--- config.mk ---
export PLATFORM = sky130hd
export DESIGN_NAME = clk_div_ratio_sequencer
export DESIGN_NICKNAME = d
export VERILOG_FILES = /design/src/rtl/clk_div_ratio_sequencer_pkg.sv /design/src/rtl/clk_div_ratio_sequencer_rr_arb2.sv /design/src/rtl/clk_div_ratio_sequencer.sv
export SDC_FILE = /design/constraint.sdc
export NUM_CORES = 1
export LEC_CHECK = 0
export BUFFER_PORTS_ARGS = -buffer_cell sky130_fd_sc_hd__buf_2
export CAP_MARGIN = 40
export CORE_MARGIN = 2
export CORE_UTILIZATION = 45
export CTS_CLUSTER_DIAMETER = 150
export DETAILED_ROUTE_END_ITERATION = 16
export PLACE_DENSITY = 0.75
export SYNTH_ARGS = -nofsm -noshare
export SYNTH_HDL_FRONTEND = slang
export SYNTH_HIERARCHICAL = 1
export SYNTH_SLANG_ARGS = --single-unit
--- constraint.sdc ---
create_clock -name i_ref_clk -period 2.7 [get_ports i_ref_clk]
set_input_delay 0.54 -clock i_ref_clk [delete_from_list [all_inputs] [get_ports i_ref_clk]]
set_output_delay 0.54 -clock i_ref_clk [all_outputs]
set_load 0.03 [all_outputs]
--- src/rtl/clk_div_ratio_sequencer_pkg.sv ---
// clk_div_ratio_sequencer_pkg: shared state encoding, constants and helpers for the ratio sequencer
package clk_div_ratio_sequencer_pkg;
  typedef enum logic [2:0] {
    IDLE,
    GATE,
    LOAD,
    SETTLE,
    DONE
  } state_t;
  localparam logic [7:0] MIN_LEGAL_RATIO = 8'd2;
  localparam int CNT_W = 9;
  function automatic logic [CNT_W-1:0] settle_last(input logic [7:0] r);
    return {r, 1'b0} - 9'd1;
  endfunction
endpackage

--- src/rtl/clk_div_ratio_sequencer_rr_arb2.sv ---
// clk_div_ratio_sequencer_rr_arb2: two-way round-robin arbiter, pointer advances on accept
module clk_div_ratio_sequencer_rr_arb2 (
  input  logic       clk,
  input  logic       rst_n,
  input  logic [1:0] req,
  input  logic       accept,
  output logic       gnt
);
  logic ptr;
  always_comb gnt = ptr ? req[1] : !req[0];
  always_ff @(posedge clk or negedge rst_n)
    if (!rst_n) ptr <= 1'b0;
    else if (accept) ptr <= !gnt;
endmodule

--- src/rtl/clk_div_ratio_sequencer.sv ---
// clk_div_ratio_sequencer: serialises divider ratio changes through a gate/quiet/load/settle sequence
module clk_div_ratio_sequencer
  import clk_div_ratio_sequencer_pkg::*;
#(
  parameter logic [7:0] DEFAULT_RATIO = 8'd2,
  parameter int         QUIET_CYCLES  = 4
) (
  input  logic       i_ref_clk,
  input  logic       i_rst_n,
  input  logic [1:0] i_req_valid,
  input  logic [7:0] i_req0_ratio,
  input  logic [7:0] i_req1_ratio,
  output logic [1:0] o_req_ack,
  output logic       o_req_err,
  output logic [7:0] o_div_ratio,
  output logic       o_clk_en,
  output logic       o_busy
);
  localparam logic [CNT_W-1:0] QUIET_LAST = CNT_W'(QUIET_CYCLES - 1);
  state_t           state;
  logic [CNT_W-1:0] cnt;
  logic [7:0]       ratio_q;
  logic             gnt_q;
  logic             err_q;
  logic             arb_gnt;
  logic             accept;
  logic [7:0]       req_ratio;
  always_comb begin
    accept    = (state == IDLE) && (|i_req_valid);
    req_ratio = arb_gnt ? i_req1_ratio : i_req0_ratio;
    o_req_ack = (state == DONE) ? (gnt_q ? 2'b10 : 2'b01) : 2'b00;
    o_req_err = (state == DONE) && err_q;
    o_busy    = state != IDLE;
  end
  clk_div_ratio_sequencer_rr_arb2 u_arb (
    .clk   (i_ref_clk),
    .rst_n (i_rst_n),
    .req   (i_req_valid),
    .accept(accept),
    .gnt   (arb_gnt)
  );
  // o_div_ratio only moves in LOAD, where o_clk_en is still low from GATE
  always_ff @(posedge i_ref_clk or negedge i_rst_n)
    if (!i_rst_n) begin
      state       <= IDLE;
      cnt         <= '0;
      ratio_q     <= DEFAULT_RATIO;
      gnt_q       <= 1'b0;
      err_q       <= 1'b0;
      o_div_ratio <= DEFAULT_RATIO;
      o_clk_en    <= 1'b1;
    end else begin
      case (state)
        IDLE: if (accept) begin
          gnt_q   <= arb_gnt;
          ratio_q <= req_ratio;
          cnt     <= '0;
          err_q   <= req_ratio < MIN_LEGAL_RATIO;
          if (req_ratio < MIN_LEGAL_RATIO || req_ratio == o_div_ratio) state <= DONE;
          else begin
            o_clk_en <= 1'b0;
            state    <= GATE;
          end
        end
        GATE: begin
          cnt <= cnt + 1'b1;
          if (cnt == QUIET_LAST) state <= LOAD;
        end
        LOAD: begin
          o_div_ratio <= ratio_q;
          o_clk_en    <= 1'b1;
          cnt         <= '0;
          state       <= SETTLE;
        end
        SETTLE: begin
          cnt <= cnt + 1'b1;
          if (cnt == settle_last(ratio_q)) state <= DONE;
        end
        default: state <= IDLE;
      endcase
    end
endmodule

### Word level (Yosys, flattened, before mapping)

Cells that the tools add are included.

| storage, ports and cells | value |
|---|---|
| register bits after elaboration | 32 |
| input bits | 20 |
| output and inout port bits | 13 |

| cells by class | value |
|---|---|
| add/subtract/negate cells | 2 |
| magnitude comparators | 1 |
| equal/unequal tests | 11 |
| mux-type cells | 14 |
| reduce and logical (&&, ||, !) cells | 15 |

Operator list:

| kind | count |
|---|---|
| case mux 9 bit (3 select lines) | 1 |
| 2-to-1 mux 3 bit | 4 |
| case mux 3 bit (4 select lines) | 1 |
| adder 9 x 1 -> 9 bit, second input constant | 1 |
| equality test 9 x 2 -> 1 bit, second input constant | 1 |
| equality test 9 bit | 1 |
| 2-to-1 mux 9 bit | 1 |
| subtractor 9 x 1 -> 9 bit, second input constant | 1 |
| equality test 8 bit | 1 |
| less-than comparator 8 x 2 -> 1 bit, second input constant | 1 |
| 2-to-1 mux 8 bit | 1 |
| != test 2 bit, second input constant | 4 |
| equality test 3 x 2 -> 1 bit, second input constant | 2 |
| AND reduction 3 bit | 2 |
| nonzero test 3 bit | 2 |
| 2-to-1 mux 2 bit | 2 |
| AND reduction 2 bit | 2 |
| OR reduction 2 bit | 2 |
| equality test 3 x 1 -> 1 bit, second input constant | 1 |
| equality test 3 bit, second input constant | 1 |
| logical NOT 3 bit | 1 |
| 2-to-1 mux 1 bit | 3 |
| logical AND 1 bit | 2 |
| logical NOT 1 bit | 2 |
| other kinds (3) | 3 |

### Longest topological paths before layout

| logic depth | value |
|---|---|
| word-level depth | 8 |
| mapped depth | 8 |
| gate-level depth less buffers | 7 |

### Modules after synthesis

Netlist, hierarchy kept.

Modules (own cells, without submodules):

| module | times used | cells an instance | area an instance (sq um) | sequential area each (sq um) |
|---|---|---|---|---|
| clk_div_ratio_sequencer | 1 | 188 | 1856.8 | 779.5 |
| clk_div_ratio_sequencer_rr_arb2 | 1 | 5 | 45.0 | 25.0 |

### Worst setup path before layout

OpenSTA, ideal clock, no wires.

| timing path | value |
|---|---|
| kind | input-to-reg |
| from | input port i_req_valid[0] |
| to | register o_clk_en |
| library setup time | 0.083 ns |
| data arrival time | 2.031 ns |
| setup slack | 0.586 ns |
| cell stages on the path | 7 |
| path buffers | 1 |
| cell sequence | o21ai_0 buf_6 mux2i_1 xnor2_1 nor4_1 a41o_1 o32a_1 |

| on the way | value |
|---|---|
| cells in the longest elaborated chain, start to end | 7 |
| elaborated cells on any way between the ends | 11 |
| classes of those cells | order compare (1); eq/ne (3); mux (2); reduce/logical (5) |

RTL lines:

| item | RTL line | RTL |
|---|---|---|
| start, declared | clk_div_ratio_sequencer.sv:10 | `input logic [1:0] i_req_valid,` |
| logical NOT 1 bit | clk_div_ratio_sequencer_rr_arb2.sv:10 | `always_comb gnt = ptr ? req[1] : !req[0];` |
| 2-to-1 mux 1 bit | clk_div_ratio_sequencer_rr_arb2.sv:10 |  |
| 2-to-1 mux 8 bit | clk_div_ratio_sequencer.sv:30 | `req_ratio = arb_gnt ? i_req1_ratio : i_req0_ratio;` |
| less-than comparator 8 x 2 -> 1 bit or equality test 8 bit (tied branches) | clk_div_ratio_sequencer.sv:59 | `if (req_ratio < MIN_LEGAL_RATIO \|\| req_ratio == o_div_ratio) state <= DONE;` |
| logical OR 1 bit | clk_div_ratio_sequencer.sv:59 |  |
| != test 2 bit (no source line) | n/a |  |
| AND reduction 3 bit (no source line) (*) | n/a |  |
| end signal, assigned | clk_div_ratio_sequencer.sv:51 | `o_clk_en <= 1'b1;` |
| end signal, assigned | clk_div_ratio_sequencer.sv:61 | `o_clk_en <= 1'b0;` |
| end signal, assigned | clk_div_ratio_sequencer.sv:71 | `o_clk_en <= 1'b1;` |
| end, declared | clk_div_ratio_sequencer.sv:16 | `output logic o_clk_en,` |

Mark *: on every way between the ends. The rest lies on a longest branch, timed or not.
A chain may end at the register's enable or synchronous reset.

### Worst setup path in the final report

| timing path | value |
|---|---|
| from | register ratio_q[1] |
| to | register state[0] |

| on the way | value |
|---|---|
| cells in the longest elaborated chain, start to end | 4 |

RTL lines:

| item | RTL line | RTL |
|---|---|---|
| start, declared | clk_div_ratio_sequencer.sv:22 | `logic [7:0] ratio_q;` |
| start signal, assigned | clk_div_ratio_sequencer.sv:56 | `ratio_q <= req_ratio;` |
| subtractor 9 x 1 -> 9 bit | clk_div_ratio_sequencer_pkg.sv:13 | `return {r, 1'b0} - 9'd1;` |
| equality test 9 bit | clk_div_ratio_sequencer.sv:77 | `if (cnt == settle_last(ratio_q)) state <= DONE;` |
| != test 2 bit (no source line) | n/a |  |
| AND reduction 3 bit (no source line) | n/a |  |
| end signal, assigned | clk_div_ratio_sequencer.sv:73 | `state <= SETTLE;` |
| end signal, assigned | clk_div_ratio_sequencer.sv:77 |  |
| end signal, assigned | clk_div_ratio_sequencer.sv:79 | `default: state <= IDLE;` |
| end, declared | clk_div_ratio_sequencer.sv:20 | `state_t state;` |

Every way passes these cells.

==> impl_metrics.json <==
{
  "status": "finished clean",
  "hp-class": "input port to asynchronous set/reset pin",
  "critPathBufInv": 1,
  "synth_cell_types": 49,
  "final_cell_mix": "32 x buf_2, 29 x nor2_1, 29 x dfrtp_1",
  "slowest_stage": "dfstp_2",
  "worst_ep_required_time_ns": 2.83,
  "cts.repair.resized": 0,
  "slew_headroom": 0.535,
  "postCtsHoldBufs": 0,
  "ant_nets": 0,
  "viasPerCell": 5.56,
  "maxSlewViolCount": 0,
  "pwr_density_cell_mw_per_mm2": 1130,
  "synth_nets": 215,
  "grt_use_met3": 0.0439,
  "netlist_area_mm2": 0.00190,
  "antenna_cells": 0,
  "p_leak_nw": 0.994,
  "grtUsageTotal": 0.182,
  "dr_total_vias": 1529,
  "grt_start_max_net_pins": 33,
  "die_y_um": 69.0,
  "synth.avg_cell_area_um2": 9.85,
  "tightest_slew_ns": 0.697,
  "setup_tns_ns": 0,
  "max_stage_delay_ns": 0.59,
  "io_pins": 33,
  "setup_viol": 0,
  "clk_pin_slew_ns": 0.07,
  "met2_usage": 0.299,
  "peakVddDrop_v": 0.000646,
  "clk_path_buf_depth": 2,
  "cts.sinks": 32,
  "netlist_instances": 193,
  "timing.critical_path.from_type": "flop",
  "clk_latency_ns": 0.28,
  "grt_pass1_vias": 1441,
  "ys_warn_count": 6,
  "numPortBuffers": 32,
  "wl_per_cell_um": 14.9,
  "row_count": 23,
  "initial_core_util": 0.472,
  "antenna_found_initial": 0,
  "dr.pass1.iters": 4,
  "cts_tree": "built",
  "crit_path_max_fanout": 7,
  "met1_usage": 0.252,
  "synth-async-reset-ratio": 1.00,
  "finalPower_mw": 2.47,
  "dp_hpwl_um": 3090,
  "h-tree-depth": 2,
  "endpoint_kind": "flop",
  "overflow": 0,
  "place.gp.congestion": 0.805,
  "min_period_over_period": 0.823,
  "synth-edff-count": 0,
  "crit_chain": "inv_1, ha_1, o21bai_1, a211oi_1, o21ai_1, a211oi_2, o221ai_1",
  "seq_area_frac_synth": 0.423,
  "drc_errors": 0,
  "ctsRootBufferMaster": "clkbuf_8",
  "core_mm2": 0.00403,
  "die_w_um": 69.0,
  "drive_gt1_frac": 0.253,
  "finalCriticalPeriod_ns": 2.22,
  "maxCapViolations": 0,
  "worstSetupPathType": "flop to flop",
  "crit_arrival_ns": 2.35,
  "drtIter0Drc": 150,
  "synthFlopType": "dfrtp_1",
  "cts_buffers": 5,
  "cp_top_family": "compound AO/OA/AOI/OAI gates",
  "die_area_mm2": 0.00476,
  "finalClockSkew_ns": 0.00248,
  "grt_pass1_wl_um": 7040,
  "top_usage_layer": "met2",
  "final_common_cell": "buf_2",
  "syn2layout_area_growth_pct": 15.3,
  "rsz0062_at_grt": "false",
  "max_clock_freq_mhz": 450,
  "finalWirelength_um": 4100,
  "nets": 246,
  "final_hold_viol_count": 0,
  "post_cts_buffers": 0,
  "synth_seq_cells": 32
}
[final cells by class]
type	instances	area (um2)
clock buffer	6	72.6
clock inverter	2	35.0
fill	338	1840
inverter	6	22.5
multi-input combinational	144	1010
sequential	32	805
tap	50	62.6
timing repair buffer	35	183
[metrics by stage]
| stage | setup WS [ns] | utilization | area, um2 | cells | hold slack (ns) |
|---|---|---|---|---|---|
| after floorplan | 0.586 | - | 1900 | 193 | 0.244 |
| after global placement | 0.544 | 0.518 | 2090 | 267 | 0.465 |
| after detailed placement | 0.488 | 0.518 | 2090 | 267 | 0.509 |
| after CTS | 0.468 | 0.544 | 2190 | 275 | 0.326 |
| after global routing | 0.334 | 0.544 | 2190 | 275 | 0.362 |
| final | 0.478 | 0.544 | 2190 | 275 | 0.303 |
[path summary, 6_finish.rpt]
| path | from | endpoint | slack [ns] | cells after the start |
|---|---|---|---|---|
| max | ratio_q[1] | state[0] | 0.48 | 7 |
| min in group i_ref_clk | i_req_valid[1] | u_arb/ptr | 0.49 | 2 |
| max reg2reg | ratio_q[1] | state[0] | 0.48 | 7 |
| min reg2reg | u_arb/ptr | u_arb/ptr | 0.52 | 1 |
| min | i_rst_n | o_div_ratio[3] | 0.30 | 1 |
| max in group asynchronous | i_rst_n | o_div_ratio[0] | 1.94 | 1 |
[registers in the layout, summed over array words and instances (netlist names)]
| signal | count |
|---|---|
| state | 3 |
| gnt_q | 1 |
| err_q | 1 |
| o_div_ratio | 8 |
| cnt | 9 |
| ratio_q | 8 |
| o_clk_en | 1 |
| u_arb/ptr | 1 |
[kinds of logic (layout without fill, tap and decap cells)]
kind of cell / Yosys count / in the layout / synth area share
fa+ha+maj: 2 / 2 / 0.0132
mux: 19 / 19 / 0.109
flops: 32 / 32 / 0.423
compound gates: 36 / 36 / 0.134
xor+xnor: 22 / 22 / 0.101
simple gates: 65 / 65 / 0.176
buf+inv: 17 / 49 / 0.0441
[cells in the mapped netlist (2+ instances only)]
| cell | count | area (um2) |
|---|---|---|
| ha_1 | 2 | 25.0 |
| nand2_1 | 6 | 22.5 |
| mux2_1 | 2 | 22.5 |
| nand2b_1 | 4 | 25.0 |
| nor2_1 | 29 | 109 |
| a31oi_1 | 2 | 12.5 |
| buf_2 | 7 | 35.0 |
| nor4_1 | 3 | 18.8 |
| mux2i_1 | 8 | 80.1 |
| xnor2_1 | 11 | 96.3 |
| clkbuf_1 | 2 | 7.51 |
| and3_1 | 4 | 25.0 |
| xor2_1 | 11 | 96.3 |
| nor3_1 | 4 | 20.0 |
| o21ai_0 | 2 | 10.0 |
| inv_1 | 6 | 22.5 |
| nand3_1 | 2 | 10.0 |
| dfstp_2 | 3 | 78.8 |
| or3_1 | 3 | 18.8 |
| mux2_2 | 8 | 90.1 |
| and4_1 | 2 | 17.5 |
| a21oi_1 | 14 | 70.1 |
| nand4_1 | 4 | 25.0 |
| dfrtp_1 | 29 | 726 |
[where the power goes]
part           total (mW)  switching [mW]  internal (mW)
clock network       0.445           0.171          0.274
registers           0.991           0.301          0.689
logic                1.03           0.554          0.478
[per-layer routing]
metal | vias to the layer above | routed length (um) | part of all wire
li1 | 759 | - | -
met1 | 736 | 1930 | 0.47
met2 | 32 | 2030 | 0.49
met3 | 2 | 128 | 0.031
met4 | 0 | 13 | 0.0032
met5 | - | 0 | 0
Note: power is estimated with default switching activity, not from simulation.
